<file path="src/rtl/uart_burst_seq.sv">
// uart_burst_seq: generates counter/fixed/LFSR byte bursts into uart_wrapper via start/busy.
// Define UART_SEQ_CHECKSUM_EN to append an XOR checksum byte after the payload.
module uart_burst_seq #(
    parameter int unsigned BURST_LEN    = 16,
    parameter int unsigned GAP_CYCLES   = 10000,
    parameter int unsigned BUSY_TIMEOUT = 15
) (
    input  logic       CLK,
    input  logic       CPU_RESET,
    input  logic       I_START,
    input  logic       I_ABORT,
    input  logic [1:0] I_MODE,
    input  logic [7:0] I_SEED,
    input  logic [7:0] I_LEN,
    input  logic       I_BUSY,
    output logic [7:0] O_TX_DATA,
    output logic       O_TX_START,
    output logic       O_ACTIVE,
    output logic       O_DONE,
    output logic       O_ERR,
    output logic [7:0] O_BYTE_CNT
);
    localparam int unsigned GapW = (GAP_CYCLES > 1) ? $clog2(GAP_CYCLES) : 1;

    typedef enum logic [2:0] {
        StIdle, StLoad, StFire, StWaitHi, StWaitLo, StGap, StNext, StDone
    } state_e;

    state_e          r_state;
    logic [1:0]      r_mode;
    logic [7:0]      r_seed;
    logic [7:0]      r_len;
    logic [7:0]      r_to_cnt;
    logic [GapW-1:0] r_gap_cnt;
    logic [7:0]      r_tx_data;
    logic            r_tx_start;
    logic            r_active;
    logic            r_done;
    logic            r_err;
    logic [7:0]      r_byte_cnt;
`ifdef UART_SEQ_CHECKSUM_EN
    logic [7:0]      r_csum;
`endif

    logic [7:0] w_first;
    logic [7:0] w_next;
    logic [8:0] w_total;
    logic       w_last;

    assign w_first = (r_mode == 2'd2 && r_seed == 8'h00) ? 8'h01 : r_seed;

`ifdef UART_SEQ_CHECKSUM_EN
    assign w_total = {1'b0, r_len} + 9'd1;
`else
    assign w_total = {1'b0, r_len};
`endif
    assign w_last = ({1'b0, r_byte_cnt} + 9'd1) == w_total;

    always_comb begin
        case (r_mode)
            2'd1:    w_next = r_tx_data;
            // x^8+x^6+x^5+x^4+1, shift left, feedback into bit 0
            2'd2:    w_next = {r_tx_data[6:0],
                               r_tx_data[7] ^ r_tx_data[5] ^ r_tx_data[4] ^ r_tx_data[3]};
            default: w_next = r_tx_data + 8'd1;
        endcase
`ifdef UART_SEQ_CHECKSUM_EN
        if (r_byte_cnt == r_len) begin
            w_next = r_csum;
        end
`endif
    end

    always_ff @(posedge CLK or posedge CPU_RESET) begin
        if (CPU_RESET) begin
            r_state    <= StIdle;
            r_mode     <= 2'd0;
            r_seed     <= 8'h00;
            r_len      <= 8'h00;
            r_to_cnt   <= 8'h00;
            r_gap_cnt  <= '0;
            r_tx_data  <= 8'h00;
            r_tx_start <= 1'b0;
            r_active   <= 1'b0;
            r_done     <= 1'b0;
            r_err      <= 1'b0;
            r_byte_cnt <= 8'h00;
`ifdef UART_SEQ_CHECKSUM_EN
            r_csum     <= 8'h00;
`endif
        end else begin
            r_tx_start <= 1'b0;
            r_done     <= 1'b0;
            if (I_ABORT && r_state != StIdle) begin
                r_state  <= StIdle;
                r_active <= 1'b0;
            end else begin
                case (r_state)
                    StIdle: begin
                        if (I_START && !I_ABORT) begin
                            r_mode     <= I_MODE;
                            r_seed     <= I_SEED;
                            r_len      <= (I_LEN == 8'h00) ? 8'(BURST_LEN) : I_LEN;
                            r_err      <= 1'b0;
                            r_byte_cnt <= 8'h00;
                            r_active   <= 1'b1;
`ifdef UART_SEQ_CHECKSUM_EN
                            r_csum     <= 8'h00;
`endif
                            r_state    <= StLoad;
                        end
                    end
                    StLoad: begin
                        r_tx_data <= w_first;
                        r_state   <= StFire;
                    end
                    StFire: begin
                        r_tx_start <= 1'b1;
                        r_to_cnt   <= 8'h00;
                        r_state    <= StWaitHi;
                    end
                    StWaitHi: begin
                        if (I_BUSY) begin
                            r_state <= StWaitLo;
                        end else if (r_to_cnt == 8'(BUSY_TIMEOUT)) begin
                            r_err    <= 1'b1;
                            r_done   <= 1'b1;
                            r_active <= 1'b0;
                            r_state  <= StIdle;
                        end else begin
                            r_to_cnt <= r_to_cnt + 8'd1;
                        end
                    end
                    StWaitLo: begin
                        if (!I_BUSY) begin
                            r_byte_cnt <= r_byte_cnt + 8'd1;
`ifdef UART_SEQ_CHECKSUM_EN
                            if (!w_last) begin
                                r_csum <= r_csum ^ r_tx_data;
                            end
`endif
                            if (w_last) begin
                                r_state <= StDone;
                            end else if (GAP_CYCLES == 0) begin
                                r_state <= StNext;
                            end else begin
                                r_gap_cnt <= GapW'(GAP_CYCLES - 1);
                                r_state   <= StGap;
                            end
                        end
                    end
                    StGap: begin
                        if (r_gap_cnt == '0) begin
                            r_state <= StNext;
                        end else begin
                            r_gap_cnt <= r_gap_cnt - 1'b1;
                        end
                    end
                    StNext: begin
                        r_tx_data <= w_next;
                        r_state   <= StFire;
                    end
                    StDone: begin
                        r_done   <= 1'b1;
                        r_active <= 1'b0;
                        r_state  <= StIdle;
                    end
                    default: r_state <= StIdle;
                endcase
            end
        end
    end

    assign O_TX_DATA  = r_tx_data;
    assign O_TX_START = r_tx_start;
    assign O_ACTIVE   = r_active;
    assign O_DONE     = r_done;
    assign O_ERR      = r_err;
    assign O_BYTE_CNT = r_byte_cnt;

endmodule
</file>
<file path="config.mk">
export PLATFORM = sky130hd
export DESIGN_NAME = uart_burst_seq
export DESIGN_NICKNAME = d
export VERILOG_FILES = /design/src/rtl/uart_burst_seq.sv
export SDC_FILE = /design/constraint.sdc
export NUM_CORES = 1
export LEC_CHECK = 0
export BUFFER_PORTS_ARGS = -buffer_cell sky130_fd_sc_hd__buf_4
export CAP_MARGIN = 20
export CORE_UTILIZATION = 45
export DETAILED_ROUTE_END_ITERATION = 10
export PLACE_DENSITY = 0.75
export SYNTH_ARGS = -nofsm -noshare
export SYNTH_HDL_FRONTEND = slang
export SYNTH_SLANG_ARGS = --single-unit
</file>
<file path="constraint.sdc">
create_clock -name CLK -period 2.9 [get_ports CLK]
set_input_delay 0.29 -clock CLK [delete_from_list [all_inputs] [get_ports CLK]]
set_output_delay 0.29 -clock CLK [all_outputs]
set_load 0.01 [all_outputs]
</file>
==> out/metrics.csv, run 1 <==
stage,metric,value,unit
run_status,status,"complete, no violations",
route,DR vias/cell,5.70,
sta,Tmin final,2390,ps
sta,Final Hold Viols,0,
sta,clock skew,8.80,ps
synthesis,Synth cell types,62,
final_layout,cell area after layout,4230,um^2
synthesis,most frequent cell after synthesis,dfrtp_1,
final_layout,nets,445,
sta,fmax,419,MHz
clock_tree,CTS Buffer Depth,2,
synthesis,sequential area share after synthesis,43.4,%
final_layout,layout cell share with drive strength beyond 1,23.2,%
power_and_ir_drop,P_leak,1.80,nW
sta,Final setup violation count,0,
clock_tree,Num CTS Buffers,9,
synthesis,Synth Warn #,0,
worst_setup_path,Critical Path End Type,flop,
synthesis,Area contributors post-synth,"dfrtp_1 43%, mux2_2 6.2%, o21ai_0 4.6%",
clock_tree,postcts setup bufs,0,
route,DRT Pass-1 Iters,4,
floorplan,core area,7770,um^2
global_routing,total track usage,20.4,%
final_layout,Final Util,54.4,%
worst_setup_path,critical path arrival,2630,ps
route,final WL,7950,um
power_and_ir_drop,VDD IR-drop max,405,uV
global_routing,met2 Resource Use GR,32.1,%
clock_tree,H-tree level count,3,
sta,Slew @ Worst Pin,764,ps
synthesis,"FF+latch count, synth",63,
final_layout,ANT cells,0,
synthesis,share of the synthesized area in the top cell type,43.4,%
global_routing,global route hottest layer,met2,
route,WL/cell,15.1,um
min_path,worst hold path class,input pin to asynchronous set/reset pin,
route,Via Count,2995,
global_routing,antenna violations before repair,0,
synthesis,Yosys top cell by area,dfrtp_1,
synthesis,syn_area_per_cell,9.57,um^2
synthesis,"EDFF count, synth",0,
place,Final HPWL DP,5620,um
worst_setup_path,CP max stage cell,or4b_1,
global_routing,largest net degree at the start of global routing,38,
worst_setup_path,worst-path fanout max,10,
sta,max-slew violations,0,
floorplan,Die Ht,91.8,um
floorplan,Top-Level Pins,43,
global_routing,first-pass GRT wire length,13600,um
power_and_ir_drop,Pwr per Cell Area,577,nW/um^2
clock_tree,cts hold-fix bufs,0,
synthesis,syn nets,406,
floorplan,Initial Utilization,46.7,%
synthesis,most frequent cells after synthesis,"63 x dfrtp_1, 33 x o21ai_0, 31 x nand2_1",
worst_setup_path,critical path class,flop to flop,
clock_tree,CTS tree,built,
place,port bufs,42,
floorplan,num rows,32,
clock_tree,clk root buf,clkbuf_8,
final_layout,Area Growth Syn to Fin,16.5,%
synthesis,Mapped Area,3630,um^2
clock_tree,CTS Sinks,63,
global_routing,global route overflow,0,
place,Placed Area,4010,um^2
worst_setup_path,CP required,3140,ps
clock_tree,cells resized by post-CTS repair,0,
worst_setup_path,"Critical Path, Cell by Cell","inv_1, ha_1, or4b_1, nor4_4, or3_1, nor2_1, a211o_1",
global_routing,met1 Track Usage GR,27.6,%
sta,setup TNS,0,ps
route,drt drc,0,
global_routing,vias in the first global route,2875,
global_routing,GR Util met3,3.81,%
route,post-route ant nets,0,
sta,Tcrit/Tclk final,82.3,%
place,GPL Wtd Cong,0.863,
floorplan,DIE AREA,8430,um^2
worst_setup_path,CP max stage delay,540,ps
worst_setup_path,Startpoint Class,flop,
job,Max-cap violations,0,
power_and_ir_drop,total power,2.44,mW
route,Starting DRT DRC Count,183,
synthesis,top_reg_cell synth,dfrtp_1,
sta,Slew HR,49.0,%
sta,RSZ-0062 raised after global routing,no,
synthesis,async set-reset flop share out of synthesis,100,%
floorplan,Die X-Extent,91.8,um
sta,worst hold slack,75.1,ps
synthesis,Syn Inst Count,379,
clock_tree,Clock Latency Late Sink,360,ps
clock_tree,clock transition at the registers of the reported paths,80,ps
metrics by stage:
| step | cells | setup slack [ps] |
|---|---|---|
| floorplan | 379 | 816 |
| global placement | 509 | 603 |
| detailed placement | 509 | 536 |
| CTS | 525 | 517 |
| global route | 525 | 370 |
| finish | 525 | 514 |
worst max-delay path: cells and delay by family, from the launching register on:
kind / cells / cell delay, ps
simple gates: 4 / 1340
flops: 1 / 410
compound gates: 1 / 230
fa+ha+maj: 1 / 220
buf+inv: 1 / 70
report_power, final:
| part | leakage [nW] | switching, mW | total, mW | internal, mW |
|---|---|---|---|---|
| clock network | 0.105 | 0.373 | 0.858 | 0.484 |
| registers | 0.780 | 0.142 | 1.12 | 0.982 |
| logic | 0.915 | 0.211 | 0.459 | 0.248 |
| total | 1.80 | 0.727 | 2.44 | 1.71 |
placed cells by master, fill, tap and decap left out, types with 3 or more instances in the layout:
cell type	netlist	final
dfrtp_1	63	63
buf_4	1	48
o21ai_0	33	33
nand2_1	31	31
nor2_1	26	26
mux2_2	20	20
inv_1	16	15
nor3_1	14	14
a21oi_1	13	13
xnor2_1	11	11
nand3_1	10	10
a22o_1	9	9
clkbuf_8	1	9
a31oi_1	7	7
a211o_1	7	7
and3_1	6	6
nor2b_1	6	6
or3_1	6	6
nor4_1	5	5
nand4_1	5	5
nand3b_1	5	5
o41ai_1	5	5
or2_2	4	4
a211oi_1	4	4
o31ai_1	4	4
ha_1	4	4
o211ai_1	3	3
xor2_1	3	3
routing by layer:
metal	share of wire (%)	vias up
met5	0	-
met4	2.2	0
met3	4.0	14
met2	47	77
met1	47	1426
li1	-	1478
sequential cells by signal (all words and copies together), names as in the netlist, 2 cells and up:
register and count:
O_TX_DATA 8, r_state 3, r_seed 8, O_BYTE_CNT 8, r_gap_cnt 14, r_mode 2
r_to_cnt 8, r_len 8
layout make-up:
type	count	area (um^2)
clock inverter	7	97.6
clock buffer	9	124
tap	102	128
multi-input combinational	280	1880
timing repair buffer	48	360
inverter	16	60.1
sequential	63	1580
fill	698	3540
logic make-up after synthesis:
group	after synthesis	synth area share [%]
AOI/OAI and AO/OA	105	20.1
xor gates and xnor gates	15	4.03
muxes	22	6.76
adders and majority gates	4	1.38
DFF	63	43.4
buffers and inverters	36	4.69
and+or+nand+nor	134	19.6
worst paths after layout:
kind,startpoint,endpoint,slack [ps],cells after the start
max,r_gap_cnt[0]$_DFFE_PP0P_,r_gap_cnt[5]$_DFFE_PP0P_,510,7
min,CPU_RESET,r_len[5]$_DFFE_PP0P_,80,2
max reg2reg,r_gap_cnt[0]$_DFFE_PP0P_,r_gap_cnt[5]$_DFFE_PP0P_,510,7
min reg2reg,r_len[2]$_DFFE_PP0P_,r_len[2]$_DFFE_PP0P_,510,1
max in group asynchronous,CPU_RESET,r_gap_cnt[5]$_DFFE_PP0P_,2100,3
min in group CLK,I_SEED[3],r_seed[3]$_DFFE_PP0P_,170,2
(Power assumes the default switching activity.)
==> run 2: changes to the inputs <==
--- a/config.mk
+++ b/config.mk
@@ -9,7 +9,7 @@
 export CAP_MARGIN = 20
 export CORE_UTILIZATION = 45
 export DETAILED_ROUTE_END_ITERATION = 10
-export PLACE_DENSITY = 0.75
+export PLACE_DENSITY = 0.78
 export SYNTH_ARGS = -nofsm -noshare
 export SYNTH_HDL_FRONTEND = slang
 export SYNTH_SLANG_ARGS = --single-unit
==> constraint.sdc (replaced) <==
create_clock -name CLK -period 1.97 [get_ports CLK]
set_input_delay 0.197 -clock CLK [delete_from_list [all_inputs] [get_ports CLK]]
set_output_delay 0.197 -clock CLK [all_outputs]
set_load 0.01 [all_outputs]
==> run 2 against run 1 <==
  * The flow now finishes with violations (setup timing)
  * Clock skew rose by 2.9 ps
  * Critical path type unchanged
  * Highest routed layer unchanged
  * Design area increased by 16%
  * Count of clock-buffer cells in the layout unchanged
  * Non-clock buffer count rose by 63
  * Critical path depth increased by 1
==> out/metrics.csv, run 2 (synthesis results as in run 1) <==
stage,metric,value,unit,change
run_status,status,"finished, violations left",,
run_status,violated checks,setup timing,,
clock_tree,Clock Latency Late Sink,360,ps,about the same
global_routing,met1 Track Usage GR,27.6,%,-0.078 points
floorplan,Die Ht,91.8,um,unchanged
power_and_ir_drop,total power,3.69,mW,+51%
clock_tree,clk root buf,clkbuf_8,,
worst_setup_path,worst-path fanout max,4,,-6
sta,Tcrit/Tclk final,104,%,+22 points
floorplan,num rows,32,,unchanged
floorplan,core area,7770,um^2,unchanged
route,Starting DRT DRC Count,208,,+14%
final_layout,Largest register FFs,14,,unchanged
global_routing,met2 Resource Use GR,38.3,%,+6.1 points
worst_setup_path,critical path class,flop to flop,,
global_routing,vias in the first global route,3233,,+12%
final_layout,nets,509,,+14%
final_layout,Area Growth Syn to Fin,35.7,%,
sta,clock skew,11.7,ps,+2.94 ps
clock_tree,H-tree level count,3,,unchanged
worst_setup_path,critical path arrival,2270,ps,-360 ps
power_and_ir_drop,Pwr per Cell Area,749,nW/um^2,+30%
clock_tree,Num CTS Buffers,9,,unchanged
worst_setup_path,CP required,2190,ps,-950 ps
power_and_ir_drop,P_leak,2.17,nW,+21%
route,WL/cell,15.9,um,+4.8%
floorplan,Die X-Extent,91.8,um,unchanged
worst_setup_path,Critical Path End Type,flop,,
final_layout,"most common cell after layout, fill and taps aside",buf_4,,
sta,fmax,489,MHz,+17%
worst_setup_path,R2R Path Start,r_gap_cnt[1]$_DFFE_PP0P_,,
place,DP Cell Count,564,,+11%
worst_setup_path,Worst Setup SP,r_gap_cnt[1]$_DFFE_PP0P_,,
final_layout,ANT cells,0,,unchanged
job,Max-cap violations,0,,unchanged
final_layout,layout cell share with drive strength beyond 1,39.8,%,+17 points
route,post-route ant nets,0,,unchanged
route,drt drc,0,,unchanged
sta,setup ws final,-75.0,ps,-589 ps
clock_tree,CTS Buffer Depth,2,,unchanged
global_routing,antenna violations before repair,0,,unchanged
clock_tree,clock transition at the registers of the reported paths,80,ps,about the same
final_layout,final non-filler cell total,589,,+12%
worst_setup_path,Startpoint Class,flop,,
global_routing,first-pass GRT wire length,14800,um,+8.8%
global_routing,global route hottest layer,met2,,
route,final WL,9340,um,+18%
clock_tree,CTS Sinks,63,,unchanged
place,Final HPWL DP,6440,um,+15%
route,Via Count,3356,,+12%
final_layout,largest reg by FF count,r_gap_cnt,,
route,DR vias/cell,5.70,,-0.12%
final_layout,most frequent cells in the layout,"104 x buf_4, 61 x dfrtp_1, 31 x nand2_1, 29 x o21ai_0, 25 x nor2_1",,
power_and_ir_drop,VDD IR-drop max,656,uV,+62%
min_path,hold_sp,I_SEED[6],,
floorplan,Top-Level Pins,43,,unchanged
sta,max-slew violations,0,,unchanged
floorplan,Initial Utilization,46.7,%,unchanged
place,GPL Wtd Cong,0.873,,+1.1%
global_routing,global route overflow,0,,unchanged
min_path,worst hold path class,input pin to flop,,
sta,Tmin final,2040,ps,-341 ps
global_routing,total track usage,22.3,%,+2.0 points
floorplan,DIE AREA,8430,um^2,unchanged
sta,Final setup violation count,13,,+13
global_routing,GR Util met3,5.39,%,+1.6 points
place,port bufs,42,,unchanged
sta,Slew HR,63.7,%,+15 points
global_routing,largest net degree at the start of global routing,32,,-16%
route,DRT Pass-1 Iters,5,,+1
sta,RSZ-0062 raised after global routing,yes,,
sta,Final Hold Viols,0,,unchanged
sta,Slew @ Worst Pin,542,ps,-222 ps
clock_tree,CTS tree,built,,
==> run 2: changes by cell type in the layout (fill, tap and decap cells not counted), moves of 3 or more <==
cell / change
buf_6: +5
o21ai_1: +3
buf_4: +56
o41ai_2: +3
a21oi_1: -5
o21ai_0: -4
a21oi_2: +4
o41ai_1: -3
==> run 2: cell type report <==
| cell class | instances | area [um^2] |
|---|---|---|
| fillers | 621 | 2840 |
| multi-input cells | 281 | 2070 |
| flip-flops and latches | 63 | 1580 |
| repair buffers | 111 | 867 |
| well taps | 102 | 128 |
| clock buffers | 9 | 124 |
| clock inverters | 7 | 96.3 |
| inverters | 16 | 60.1 |
==> run 2: layer usage <==
layer,routed length [um],up-vias
li1,-,1606
met1,3910,1649
met2,4880,84
met3,384,17
met4,167,0
met5,0,-
==> run 2: worst max-delay path, stage by stage (launching register included) <==
cell and delay, ps:
dfrtp_1 370, inv_2 60, ha_4 150, or4b_4 220
nor4_4 40, buf_4 140, or3_2 490, o41ai_2 290
o41ai_2 140
==> run 2: through the flow <==
step	hold WS (ps)	setup slack (ps)	utilization, %	TNS [ps]	cell area (um^2)
3_5_place_dp	197	-178	57.3	-1620	4450
3_3_place_gp	194	-110	57.3	-656	4450
4_1_cts	57.1	-105	61.2	-1060	4750
2_1_floorplan	329	1.73	-	0	3650
5_1_grt	62.3	-174	63.4	-2060	4920
6_report	60.7	-75.0	63.4	-459	4920
==> run 2: repair_timing <==
item,4_1_cts,5_1_grt
endpoints found under the hold margin,14,0
setup endpoints to repair,16,20
gates resized for setup,19,24
hold buffers,1,0
cloned,0,1
setup buffers,0,8
pin swaps,13,15
==> run 2: worst paths after layout <==
path / to / slack, ps / depth (start not counted)
setup / recovery: r_gap_cnt[10]$_DFFE_PP0P_ / -70 / 8
hold / removal: r_seed[6]$_DFFE_PP0P_ / 60 / 2
setup reg to reg: r_gap_cnt[10]$_DFFE_PP0P_ / -70 / 8
hold reg to reg: r_len[4]$_DFFE_PP0P_ / 500 / 2
max in group asynchronous: r_gap_cnt[10]$_DFFE_PP0P_ / 1030 / 4
min in group asynchronous: r_len[4]$_DFFE_PP0P_ / 370 / 3
==> run 2: where the power goes <==
group          total (mW)  switching, mW  internal (mW)  leakage (nW)
registers            1.64          0.197           1.45         0.777
clock network        1.26          0.542          0.716         0.114
logic               0.788          0.366          0.422          1.28
